**src/rtl/cpu_types_pkg.sv**
```systemverilog
// Shared CPU types: cache address split, instruction cache frame and controller state.
package cpu_types_pkg;

  localparam int unsigned ITAG_W = 26;
  localparam int unsigned IIDX_W = 4;

  typedef logic [31:0] word_t;

  typedef struct packed {
    logic [ITAG_W-1:0] tag;
    logic [IIDX_W-1:0] idx;
    logic [1:0]        bytoff;
  } icachef_t;

  typedef struct packed {
    logic              valid;
    logic [ITAG_W-1:0] tag;
    word_t             data;
  } icache_frame;

  typedef enum logic {IC_IDLE, IC_FETCH} icache_state_t;

endpackage

```
**src/rtl/icache_ctrl.sv**
```systemverilog
// Direct-mapped, read-only instruction cache with same-cycle hits, blocking
// single-word miss fill, synchronous flush and saturating hit/miss counters.
module icache_ctrl
  import cpu_types_pkg::*;
#(
  parameter int unsigned TAG_W = ITAG_W,
  parameter int unsigned IDX_W = IIDX_W,
  parameter int unsigned CNT_W = 32
) (
  input  logic             CLK,
  input  logic             RST,
  input  logic             imemREN,
  input  logic [31:0]      imemaddr,
  output logic [31:0]      imemload,
  output logic             ihit,
  input  logic             iflush,
  output logic             iREN,
  output logic [31:0]      iaddr,
  input  logic [31:0]      iload,
  input  logic             iwait,
  output logic [CNT_W-1:0] hit_count,
  output logic [CNT_W-1:0] miss_count
);

  localparam int unsigned NFRAMES = 1 << IDX_W;

  icache_state_t    state_q, state_d;
  icachef_t         miss_addr_q, miss_addr_d;
  icache_frame      frame_q [NFRAMES];
  icache_frame      frame_d [NFRAMES];
  logic [CNT_W-1:0] hit_cnt_q, hit_cnt_d;
  logic [CNT_W-1:0] miss_cnt_q, miss_cnt_d;

  logic [IDX_W-1:0] req_idx;
  logic [TAG_W-1:0] req_tag;
  icache_frame      sel;
  logic             hit;
  logic             miss;
  logic             unused_bytoff;

  // Byte offset plays no part in lookup or fill.
  assign unused_bytoff = ^imemaddr[1:0];

  always_comb begin
    req_idx = imemaddr[IDX_W+1:2];
    req_tag = imemaddr[31 -: TAG_W];
    sel     = frame_q[req_idx];
    hit     = imemREN && sel.valid && (sel.tag == req_tag) && (state_q == IC_IDLE);
    miss    = imemREN && !hit && (state_q == IC_IDLE);
  end

  always_comb begin
    state_d     = state_q;
    miss_addr_d = miss_addr_q;
    frame_d     = frame_q;
    iREN        = 1'b0;
    case (state_q)
      IC_IDLE: begin
        if (miss) begin
          miss_addr_d = icachef_t'({imemaddr[31:2], 2'b00});
          state_d     = IC_FETCH;
        end
      end
      IC_FETCH: begin
        // Fill always completes for the latched address, even if the PC moved.
        iREN = 1'b1;
        if (!iwait) begin
          frame_d[miss_addr_q.idx] = '{valid: 1'b1, tag: miss_addr_q.tag, data: iload};
          state_d                  = IC_IDLE;
        end
      end
    endcase
    // Flush is applied last so it beats a fill landing on the same edge.
    if (iflush) begin
      for (int unsigned i = 0; i < NFRAMES; i++) begin
        frame_d[i].valid = 1'b0;
      end
    end
  end

  always_comb begin
    hit_cnt_d  = (hit && (hit_cnt_q != '1)) ? hit_cnt_q + CNT_W'(1) : hit_cnt_q;
    miss_cnt_d = (miss && (miss_cnt_q != '1)) ? miss_cnt_q + CNT_W'(1) : miss_cnt_q;
  end

  always_ff @(posedge CLK or posedge RST) begin
    if (RST) begin
      state_q     <= IC_IDLE;
      miss_addr_q <= '0;
      for (int unsigned i = 0; i < NFRAMES; i++) begin
        frame_q[i] <= '0;
      end
    end else begin
      state_q     <= state_d;
      miss_addr_q <= miss_addr_d;
      frame_q     <= frame_d;
    end
  end

  always_ff @(posedge CLK or posedge RST) begin
    if (RST) begin
      hit_cnt_q  <= '0;
      miss_cnt_q <= '0;
    end else begin
      hit_cnt_q  <= hit_cnt_d;
      miss_cnt_q <= miss_cnt_d;
    end
  end

  assign ihit       = hit;
  assign imemload   = hit ? sel.data : '0;
  assign iaddr      = miss_addr_q;
  assign hit_count  = hit_cnt_q;
  assign miss_count = miss_cnt_q;

endmodule

```
**config.mk**
```make
export PLATFORM = sky130hd
export DESIGN_NAME = icache_ctrl
export DESIGN_NICKNAME = d
export VERILOG_FILES = /design/src/rtl/cpu_types_pkg.sv /design/src/rtl/icache_ctrl.sv
export SDC_FILE = /design/constraint.sdc
export NUM_CORES = 2
export LEC_CHECK = 0
export CORE_UTILIZATION = 61
export CTS_CLUSTER_DIAMETER = 50
export CTS_CLUSTER_SIZE = 24
export DETAILED_ROUTE_END_ITERATION = 12
export PLACE_DENSITY = 0.8
export SYNTH_ARGS = -nofsm -noshare
export SYNTH_HDL_FRONTEND = slang
export SYNTH_SLANG_ARGS = --single-unit
```
**constraint.sdc**
```tcl
create_clock -name CLK -period 37.5 [get_ports CLK]
set_clock_uncertainty 0.2 [all_clocks]
set_input_delay 5.625 -clock CLK [delete_from_list [all_inputs] [get_ports CLK]]
set_output_delay 5.625 -clock CLK [all_outputs]
set_load 0.02 [all_outputs]
```
==> metrics.md <==
| Metric | Value |
|---|---|
| Outcome | `finished, final reports clean` |
| All-Layer GR Usage | `0.295` |
| Flop pwr share | `0.477` |
| Final cycle utilization of the critical path | `0.462` |
| Worst skew pair latency | `680 ps` |
| # clock sinks | `1039` |
| CP max-delay cell | `or4_4` |
| Post-CTS Setup Inserts | `0` |
| Sw Pwr | `1.04 mW` |
| DRT Pass-1 Iters | `7` |
| Commonest non-fill, non-tap cells in the layout | `1039 x dfrtp_1, 976 x mux2_2, 258 x mux4_2, 190 x clkdlybuf4s50_1, 106 x clkbuf_16` |
| Post-synthesis register bit count | `1039` |
| GR Util met1 | `0.409` |
| Post-DRT Antenna Nets | `0` |
| Power Density | `70.6 nW/um2` |
| GRT busiest layer | `met2` |
| Worst min path class | `reg -> reg` |
| Slew @ Worst Pin | `1210 ps` |
| Ordered list of cells on the worst path | `buf_8 -> buf_4 -> buf_4 -> mux4_2 -> mux2i_1 -> mux2i_1 -> xnor2_1 -> and3_1 -> nand4_1 -> or4_4 -> buf_4 -> nor2b_1 -> clkdlybuf4s50_1` |
| Switching Share | `0.275` |
| Worst Path Required | `31670 ps` |
| Critical Path Source | `imemaddr[3]` |
| Critical Path Source Type | `input port` |
| P_leak | `24.1 nW` |
| Wirelength, routed | `112000 um` |
| Io pins | `199` |
| CTS root buffer | `clkbuf_16` |
| Syn avg cell area | `15.6 um2` |
| Logic pwr share | `0.233` |
| Share of cells above drive strength 1 | `0.466` |
| Post-Synthesis Cells | `3036` |
| Die span in y | `280 um` |
| Grt ovf | `0` |
| Via count | `27083` |
| Clock-pin slew on the worst setup and hold paths | `60 ps` |
| Peak supply drop | `44.6 uV` |
| Internal | `2.74 mW` |
| CTS buffer count | `103` |
| Initial Utilization | `0.619` |
| Met2 usage | `0.493` |
| PostCTS Resize Cnt | `0` |
| Yosys warns | `0` |
| Final hold violation count | `0` |
| Worst path max stage delay | `780 ps` |
| Synth Flop Type | `dfrtp_1` |
| CP Class | `in -> out` |
| Max Cap Viol | `0` |
| Slew Viols, Final | `0` |
| RSZ-0062 raised after global routing | `false` |
| Fmax | `0.0578 GHz` |
| Routed WL per cell | `26.4 um` |
| CTS tree | `built` |
| Synth area leader | `dfrtp_1` |
| Reg2Reg Setup Slack | `32170 ps` |
| Part of the power in the clock network | `0.290` |
| Hold_buf cts | `0` |
| Post-synth cell types | `55` |
| Clk buf depth | `3` |
| Worst Path Arrival | `11490 ps` |
| Yosys top cell area share | `0.550` |
| First-pass GRT wire length | `176000 um` |
| Die area | `78600 um2` |
| Endpoints failing setup | `0` |
| Hold_sp | `hit_count[19]$_DFFE_PP0P_` |
| Max transition margin | `0.188` |
| Vias in the first global route | `29476` |
| Commonest non-fill, non-tap cell in the layout | `dfrtp_1` |
| R2R Path Start | `frame_q[397]$_DFFE_PP0P_` |
| # nets final | `3191` |
| Largest net degree at the start of global routing | `193` |
| Vias/cell | `6.39` |
| Element type at the critical path end | `output port` |
| Sequential share of the synthesized area | `0.550` |
| Core area | `76300 um2` |
| Post-layout minimum cycle time | `17310 ps` |
| Synthesized area | `47200 um2` |
| Initial antenna violation count | `7` |
| Synth area leaders | `dfrtp_1 55%, mux2_2 23%, mux4_2 12%, mux2i_1 1.0%, clkbuf_1 0.99%` |
| Die width | `280 um` |
| DP Wirelength | `63200 um` |
| FFs w/ async S/R, synth | `1.00` |
| Grt met3 use | `0.0430` |
| EDFF count, synth | `0` |
| Final Util | `0.702` |
| Initial DRC Count | `2137` |
| Setup TNS | `0 ps` |
| Num rows | `101` |
| RePlAce Congestion | `0.839` |
| Crit Path Max Fanout | `68` |
| PortBufs | `194` |
| H-Tree Depth | `3` |
| Drc violations | `0` |
| Most frequent CP cell | `buf_4` |
| Area delta synth->final | `13.4%` |
worst max-delay path: cells and delay by family:
kind                      cells  cell delay (ps)
xor gates and xnor gates      1              490
and+or+nand+nor               4             1380
buffers and inverters         5             3070
muxes                         3              830
power groups by stage:
stage	logic (mW)	clock network, mW	registers (mW)
after global routing	0.944	1.15	1.86
after global placement	0.838	0	1.76
after CTS	0.888	1.11	1.80
after floorplan	0.713	0	1.74
final	0.881	1.10	1.80
after detailed placement	0.882	0	1.82
routing by layer:
| layer | share of wire | vias to the layer above | routed length [um] |
|---|---|---|---|
| li1 | - | 11393 | - |
| met1 | 0.42 | 14718 | 46500 |
| met2 | 0.51 | 788 | 57300 |
| met3 | 0.052 | 172 | 5840 |
| met4 | 0.020 | 12 | 2280 |
| met5 | 0.00069 | - | 77 |
synth_stat cells (all sizes together) (3+ instances only):
| master | number |
|---|---|
| a211oi | 5 |
| a21oi | 13 |
| a221oi | 5 |
| a22oi | 4 |
| and2 | 6 |
| and3 | 23 |
| and4 | 6 |
| buf | 131 |
| clkbuf | 125 |
| dfrtp | 1039 |
| inv | 23 |
| mux2 | 976 |
| mux2i | 49 |
| mux4 | 258 |
| nand2 | 46 |
| nand2b | 6 |
| nand3 | 33 |
| nand3b | 3 |
| nand4 | 24 |
| nor2 | 36 |
| nor2b | 43 |
| nor3 | 16 |
| nor3b | 8 |
| nor4 | 17 |
| nor4b | 5 |
| o21ai | 10 |
| o22ai | 8 |
| xnor2 | 40 |
| xor2 | 51 |
cell families (layout without fill, tap and decap cells):
| group | after synthesis | in the layout | share of synthesized area |
|---|---|---|---|
| DFF | 1039 | 1039 | 0.550 |
| buffers and inverters | 279 | 452 | 0.0242 |
| AOI/OAI and AO/OA | 60 | 60 | 0.00863 |
| muxes | 1283 | 1283 | 0.366 |
| and+or+nand+nor | 281 | 281 | 0.0335 |
| xor gates and xnor gates | 91 | 91 | 0.0169 |
| other | 1 | 3 | 0.0000794 |
| adders and majority gates | 2 | 2 | 0.000530 |
layout make-up:
type | instances | area [um2]
diodes | 1 | 2.50
clock buffers | 121 | 2810
clock inverters | 74 | 860
fillers | 4883 | 22800
inverters | 23 | 93.8
multi-input cells | 1719 | 20200
flip-flops and latches | 1039 | 26000
well taps | 1030 | 1290
repair buffers | 234 | 2290
per-stage QoR:
stage,worst slack [ps],cells,instance area [um2],hold WS [ps],total power [mW]
5_1_grt,19910,4240,53600,304,3.95
2_1_floorplan,2430,3037,47300,261,2.45
4_1_cts,20220,4240,53600,288,3.80
6_report,20190,4241,53600,288,3.78
3_5_place_dp,20250,4045,49900,276,2.70
3_3_place_gp,20300,4045,49900,274,2.60
sequential cells by signal, indices dropped and copies added (netlist names):
name and flops:
state_q 1, hit_count 32, frame_q 944, iaddr 30, miss_count 32
final timing paths:
kind,end,depth (start not counted)
hold / removal,hit_count[19]$_DFFE_PP0P_,1
setup reg to reg,iaddr[15]$_DFFE_PP0P_,10
max in group asynchronous,iaddr[22]$_DFFE_PP0P_,6
setup / recovery,imemload[4],13
min in group asynchronous,frame_q[378]$_DFFE_PP0P_,2
hold reg to reg,hit_count[19]$_DFFE_PP0P_,1
No activity file was read; power rests on OpenSTA's default activity.
